## src/rtl/fetch_stage_if.sv

```systemverilog
// Instruction-memory request/response bus between the fetch stage and imem.
// Single outstanding request; memory always accepts a strobe.
interface fetch_stage_if #(
    parameter int ADDR_WIDTH = 32
);
    logic                  imem_req;
    logic [ADDR_WIDTH-1:0] imem_addr;
    logic                  imem_rvalid;
    logic [31:0]           imem_rdata;

    modport master (output imem_req, imem_addr, input imem_rvalid, imem_rdata);
    modport slave  (input imem_req, imem_addr, output imem_rvalid, imem_rdata);
endinterface

```

## src/rtl/fetch_stage.sv

```systemverilog
// Instruction fetch stage: PC, imem request FSM, one-entry hold buffer and
// the IF/ID pipeline register feeding decode/control.
module fetch_stage #(
    parameter int                    ADDR_WIDTH = 32,
    parameter logic [ADDR_WIDTH-1:0] RESET_PC   = '0,
    parameter logic [31:0]           NOP_INSTR  = 32'h0000_0013
) (
    input  logic                  clk,
    input  logic                  rst,
    fetch_stage_if.master         imem,
    input  logic                  redirect,
    input  logic [ADDR_WIDTH-1:0] redirect_target,
    input  logic                  stall_d,
    input  logic                  flush_d,
    output logic [31:0]           instr_d,
    output logic [ADDR_WIDTH-1:0] pc_d,
    output logic [ADDR_WIDTH-1:0] pc_plus4_d,
    output logic                  valid_d
);
    typedef enum logic [1:0] {S_ISSUE, S_WAIT, S_HOLD} state_t;

    localparam logic [ADDR_WIDTH-1:0] PC_STEP = ADDR_WIDTH'(4);

    state_t                r_state, w_next_state;
    logic [ADDR_WIDTH-1:0] r_fetch_pc;
    logic                  r_kill;
    logic [31:0]           r_hold_instr;
    logic [ADDR_WIDTH-1:0] r_hold_pc;
    logic [31:0]           r_instr_d;
    logic [ADDR_WIDTH-1:0] r_pc_d, r_pc_plus4_d;
    logic                  r_valid_d;

    logic                  w_if_free, w_take, w_load_wait, w_load_hold, w_to_hold;
    logic [ADDR_WIDTH-1:0] w_target;

    assign w_target  = redirect_target & ~ADDR_WIDTH'(3);
    assign w_if_free = !r_valid_d || !stall_d;
    assign w_take    = (r_state == S_WAIT) && imem.imem_rvalid && !r_kill;

    always_ff @(posedge clk or posedge rst) begin
        if (rst) r_state <= S_ISSUE;
        else     r_state <= w_next_state;
    end

    always_comb begin
        w_next_state = r_state;
        unique case (r_state)
            S_ISSUE: w_next_state = S_WAIT;
            S_WAIT: begin
                if (imem.imem_rvalid) begin
                    if (redirect || r_kill || w_load_wait) w_next_state = S_ISSUE;
                    else                                   w_next_state = S_HOLD;
                end
            end
            S_HOLD:  if (redirect || w_load_hold) w_next_state = S_ISSUE;
            default: w_next_state = S_ISSUE;
        endcase
    end

    // Load strobes: redirect and flush both block any IF/ID load this cycle.
    always_comb begin
        imem.imem_req  = (r_state == S_ISSUE) && !rst;
        imem.imem_addr = r_fetch_pc;
        w_load_wait    = w_take && !redirect && !flush_d && w_if_free;
        w_load_hold    = (r_state == S_HOLD) && !redirect && !flush_d && w_if_free;
        w_to_hold      = w_take && !redirect && !w_load_wait;
    end

    always_ff @(posedge clk or posedge rst) begin
        if (rst) begin
            r_fetch_pc   <= RESET_PC;
            r_kill       <= 1'b0;
            r_hold_instr <= '0;
            r_hold_pc    <= '0;
        end else if (redirect) begin
            r_fetch_pc <= w_target;
            // A request is still in flight unless its response lands this cycle.
            r_kill     <= (r_state == S_ISSUE) || (r_state == S_WAIT && !imem.imem_rvalid);
        end else begin
            if (r_state == S_WAIT && imem.imem_rvalid && r_kill) r_kill <= 1'b0;
            if (w_load_wait || w_load_hold) r_fetch_pc <= r_fetch_pc + PC_STEP;
            if (w_to_hold) begin
                r_hold_instr <= imem.imem_rdata;
                r_hold_pc    <= r_fetch_pc;
            end
        end
    end

    always_ff @(posedge clk or posedge rst) begin
        if (rst) begin
            r_instr_d    <= NOP_INSTR;
            r_pc_d       <= '0;
            r_pc_plus4_d <= '0;
            r_valid_d    <= 1'b0;
        end else if (redirect || flush_d) begin
            r_instr_d <= NOP_INSTR;
            r_valid_d <= 1'b0;
        end else if (stall_d && r_valid_d) begin
            r_instr_d <= r_instr_d;
        end else if (w_load_wait) begin
            r_instr_d    <= imem.imem_rdata;
            r_pc_d       <= r_fetch_pc;
            r_pc_plus4_d <= r_fetch_pc + PC_STEP;
            r_valid_d    <= 1'b1;
        end else if (w_load_hold) begin
            r_instr_d    <= r_hold_instr;
            r_pc_d       <= r_hold_pc;
            r_pc_plus4_d <= r_hold_pc + PC_STEP;
            r_valid_d    <= 1'b1;
        end else begin
            // Decode consumed the entry and nothing new arrived: bubble.
            r_instr_d <= NOP_INSTR;
            r_valid_d <= 1'b0;
        end
    end

    assign instr_d    = r_instr_d;
    assign pc_d       = r_pc_d;
    assign pc_plus4_d = r_pc_plus4_d;
    assign valid_d    = r_valid_d;
endmodule

```

## src/flat_wrapper.sv

```systemverilog
// flat-port wrapper written by rule: the top's interface ports become plain ports
module fetch_stage_flat 
#(
    parameter int                    ADDR_WIDTH = 32,
    parameter logic [ADDR_WIDTH-1:0] RESET_PC   = '0,
    parameter logic [31:0]           NOP_INSTR  = 32'h0000_0013
)
  (clk, rst, redirect, redirect_target, stall_d, flush_d, instr_d, pc_d, pc_plus4_d, valid_d, imem_imem_req, imem_imem_addr, imem_imem_rvalid, imem_imem_rdata);
  fetch_stage_if #(.ADDR_WIDTH(ADDR_WIDTH)) imem_i ();
  input  logic clk;
  input  logic rst;
  input  logic redirect;
  input  logic [ADDR_WIDTH-1:0] redirect_target;
  input  logic stall_d;
  input  logic flush_d;
  output logic [31:0] instr_d;
  output logic [ADDR_WIDTH-1:0] pc_d;
  output logic [ADDR_WIDTH-1:0] pc_plus4_d;
  output logic valid_d;
  output wire logic [$bits(imem_i.imem_req)-1:0] imem_imem_req;
  output wire logic [$bits(imem_i.imem_addr)-1:0] imem_imem_addr;
  input wire logic [$bits(imem_i.imem_rvalid)-1:0] imem_imem_rvalid;
  input wire logic [$bits(imem_i.imem_rdata)-1:0] imem_imem_rdata;
  assign imem_imem_req = imem_i.imem_req;
  assign imem_imem_addr = imem_i.imem_addr;
  assign imem_i.imem_rvalid = imem_imem_rvalid;
  assign imem_i.imem_rdata = imem_imem_rdata;
  fetch_stage #(.ADDR_WIDTH(ADDR_WIDTH), .RESET_PC(RESET_PC), .NOP_INSTR(NOP_INSTR)) u_core (.clk(clk), .rst(rst), .imem(imem_i), .redirect(redirect), .redirect_target(redirect_target), .stall_d(stall_d), .flush_d(flush_d), .instr_d(instr_d), .pc_d(pc_d), .pc_plus4_d(pc_plus4_d), .valid_d(valid_d));
endmodule
```

## config.mk

```make
export PLATFORM = sky130hd
export DESIGN_NAME = fetch_stage_flat
export DESIGN_NICKNAME = d
export VERILOG_FILES = /design/src/rtl/fetch_stage_if.sv /design/src/rtl/fetch_stage.sv /design/src/flat_wrapper.sv
export SDC_FILE = /design/constraint.sdc
export NUM_CORES = 1
export LEC_CHECK = 0
export ABC_AREA = 1
export CAP_MARGIN = 20
export CELL_PAD_IN_SITES_DETAIL_PLACEMENT = 1
export CELL_PAD_IN_SITES_GLOBAL_PLACEMENT = 1
export CORE_UTILIZATION = 41
export CTS_CLUSTER_DIAMETER = 100
export CTS_CLUSTER_SIZE = 14
export DETAILED_ROUTE_END_ITERATION = 16
export MAX_ROUTING_LAYER = met4
export PLACE_DENSITY = 0.91
export SETUP_SLACK_MARGIN = 0.4
export SYNTH_ARGS = -nofsm -noshare
export SYNTH_HDL_FRONTEND = slang
export SYNTH_SLANG_ARGS = --single-unit
```

## constraint.sdc

```tcl
create_clock -name clk -period 21 [get_ports clk]
set_clock_uncertainty 0.05 [all_clocks]
set_input_delay 6.3 -clock clk [delete_from_list [all_inputs] [get_ports clk]]
set_output_delay 6.3 -clock clk [all_outputs]
set_load 0.005 [all_outputs]
```

==> impl_metrics.json <==
{
  "yosys-top-cells-area": "dfrtp_1 48%, nand2_1 19%, nand3_1 5.4%",
  "grt_start_max_net_pins": 118,
  "final_core_util_pct": 53.1,
  "yosys.area.top_type": "dfrtp_1",
  "place.gp.congestion": 0.941,
  "synth_top_cell_area_share_pct": 47.6,
  "vias": 9308,
  "post-route-min-period_ns": 13.91,
  "tightest_slew_ns": 1.07,
  "crit_fanout": 2,
  "wl_per_cell_um": 19.1,
  "cts_resized": 0,
  "initial_core_util_pct": 41.6,
  "fmax_ghz": 0.0719,
  "status": "completed",
  "syn_area_um2": 9730,
  "synth_edf_count": 0,
  "syn_to_final_growth_pct": 27.7,
  "path_clk_slew_ns": 0.08,
  "routed_wl_um": 33300,
  "crit_type": "primary input to output port",
  "startpoint": "rst",
  "design.core.area_um2": 23400,
  "cts.htree.levels": 4,
  "ir_drop_v": 0.0000532,
  "post_cts_buffers": 0,
  "overflow": 0,
  "drt_pass1_iterations": 5,
  "required_ns": 14.65,
  "async_flop_share_pct": 100,
  "worstPathCellList": "clkdlybuf4s50_1 > nor3_1 > clkdlybuf4s50_1",
  "fp-row-count": 56,
  "slowest_delay_ns": 0.54,
  "synth_cells": 1244,
  "slowest_stage": "clkdlybuf4s50_1",
  "grt_pass1_vias": 9911,
  "cts_buffers": 17,
  "post-route-period-util_pct": 66.2,
  "finalSetupViolations": 0,
  "cp-end-kind": "output port",
  "clkLatencyLatePin_ns": 0.44,
  "rsz0062_at_grt": "no",
  "drv_cap": 0,
  "drive_gt1_share_pct": 7.05,
  "powerDensity_nw_per_um2": 104,
  "io_buffers": 191,
  "cts_buffer_depth": 2,
  "antenna_found_initial": 3,
  "cellLeakagePower_nw": 5.41,
  "cp.arrival_ns": 7.56,
  "ios": 200,
  "drtIter0Drc": 474,
  "setup_ws_ns": 7.09,
  "drt-vias-per-instance": 5.35,
  "worstSetupStartpointType": "primary input",
  "post-place-ws_ns": 7.13,
  "cts-root-buf": "clkbuf_16",
  "min_from": "u_core.pc_plus4_d[30]$_DFFE_PP0P_",
  "cts_sinks": 188,
  "place_area_um2": 11800,
  "gr-usage-all-layers_pct": 29.2,
  "ant_nets": 0,
  "design_area_um2": 12400,
  "die_h_um": 156,
  "drc": 0,
  "synth.distinct_cells": 36,
  "ys_ff_latch": 188,
  "postCtsHoldBufs": 0,
  "die_area_um2": 24400,
  "crit_top_cell": "clkdlybuf4s50_1",
  "avgSynthCellArea_um2": 7.82,
  "worst_slew_margin_rel_pct": 28.7,
  "die-width_um": 156,
  "hold_class": "flip-flop to flip-flop",
  "finalSetupTns_ns": 0,
  "synthFlopType": "dfrtp_1",
  "yosysWarnings": 0,
  "final_hold_viol_count": 0,
  "grt_first_pass_wirelength_um": 53000,
  "fin_hold_ws_ns": 0.437,
  "regToRegStartpoint": "u_core.valid_d$_DFFE_PP0P_",
  "nets": 1478,
  "cts_tree": "yes",
  "dp_hpwl_um": 23600,
  "maxSlewViolCount": 0,
  "yosysSeqAreaShare_pct": 48.4
}
-- layout make-up --
cell class	count	area, um^2
Sequential cell	188	4710
Tap cell	319	399
Timing Repair Buffer	200	2000
Clock inverter	14	173
Multi-Input combinational cell	933	4440
Clock buffer	18	439
Inverter	66	253
Fill cell	2879	11000
Antenna cell	3	7.51
-- through the flow --
step           std cells  power, W
6_report            1741   0.00130
3_5_place_dp        1705  0.000963
2_1_floorplan       1249  0.000732
4_1_cts             1737   0.00131
3_3_place_gp        1705  0.000940
5_1_grt             1741   0.00138
-- synthesized netlist by cell type (all sizes together), types with 7 or more instances --
cell type and n:
inv 66, dfrtp 185, nor2 110, nand2 487, mux2 31, buf 46, clkbuf 16, xnor2 7
o211ai 32, a21oi 7, nand3b 7, xor2 13, o21ai 109, nand3 107
-- routing by layer --
layer	GRT usage (%)	up-vias	routed length, um
met5	-	-	0
met4	14.0	0	1430
met3	7.06	85	2130
met2	48.6	296	16600
met1	33.0	4596	13100
li1	-	4331	-
-- worst max-delay path, delay by kind of cell --
| kind | cells | cell delay [ns] |
|---|---|---|
| buf+inv | 2 | 1.03 |
| simple gates | 1 | 0.23 |
-- final timing paths --
kind,slack (ns),to,depth (start not counted)
worst min-delay path,0.44,u_core.pc_plus4_d[30]$_DFFE_PP0P_,2
worst min register to register,0.44,u_core.pc_plus4_d[30]$_DFFE_PP0P_,2
min in group asynchronous,6.16,u_core.r_hold_instr[20]$_DFFE_PP0P_,2
worst max-delay path,7.09,imem_imem_req,3
max in group asynchronous,13.02,u_core.r_hold_pc[26]$_DFFE_PP0P_,4
worst max register to register,17.53,u_core.pc_d[2]$_DFFE_PP0P_,7
-- power by group --
part           switching [W]  internal [W]  total, W
sequential         0.0000988      0.000475  0.000574
combinational       0.000177      0.000209  0.000386
clock               0.000163      0.000175  0.000338
-- state kept, by name (all words and copies together), names as in the netlist --
signal and flops:
u_core.pc_d 30, u_core.imem.imem_addr 30, u_core.r_hold_instr 32, u_core.instr_d 32
u_core.valid_d 1, u_core.pc_plus4_d 30, u_core.r_hold_pc 30, u_core.r_state 2
u_core.r_kill 1
-- cell families (layout without fill, tap and decap cells) --
kind of cell,count (synthesis),after routing,synth area share (%)
and+or+nand+nor,719,719,30.1
xor gates and xnor gates,20,20,1.80
AOI/OAI and AO/OA,155,155,9.53
DFF,188,188,48.4
other,1,9,0.0385
muxes,31,31,3.59
adders and majority gates,2,2,0.257
buffers and inverters,128,298,6.33
-- layout by cell type, fill, tap and decap left out, types with 2 or more instances in the layout --
master | Yosys | routed
nand2_1 | 486 | 486
clkdlybuf4s50_1 | 0 | 191
dfrtp_1 | 185 | 185
nor2_1 | 104 | 104
nand3_1 | 105 | 104
o21ai_0 | 86 | 86
inv_1 | 63 | 62
mux2_2 | 31 | 31
o21ai_1 | 23 | 23
o211ai_1 | 22 | 22
clkbuf_16 | 0 | 17
xor2_1 | 13 | 13
o211ai_2 | 10 | 10
buf_4 | 14 | 8
nand3b_1 | 7 | 7
a21oi_1 | 7 | 7
xnor2_1 | 7 | 7
inv_8 | 0 | 7
conb_1 | 1 | 6
nand4_1 | 4 | 4
diode_2 | 0 | 3
o221ai_1 | 3 | 3
inv_2 | 3 | 3
nor2_2 | 3 | 3
clkinvlp_4 | 0 | 3
dfstp_2 | 3 | 3
nand3_2 | 2 | 2
nor2_4 | 2 | 2
clkinv_4 | 0 | 2
and2_1 | 2 | 2
ha_1 | 2 | 2
clkinv_8 | 0 | 2
Power figures use the tool's default switching activity.
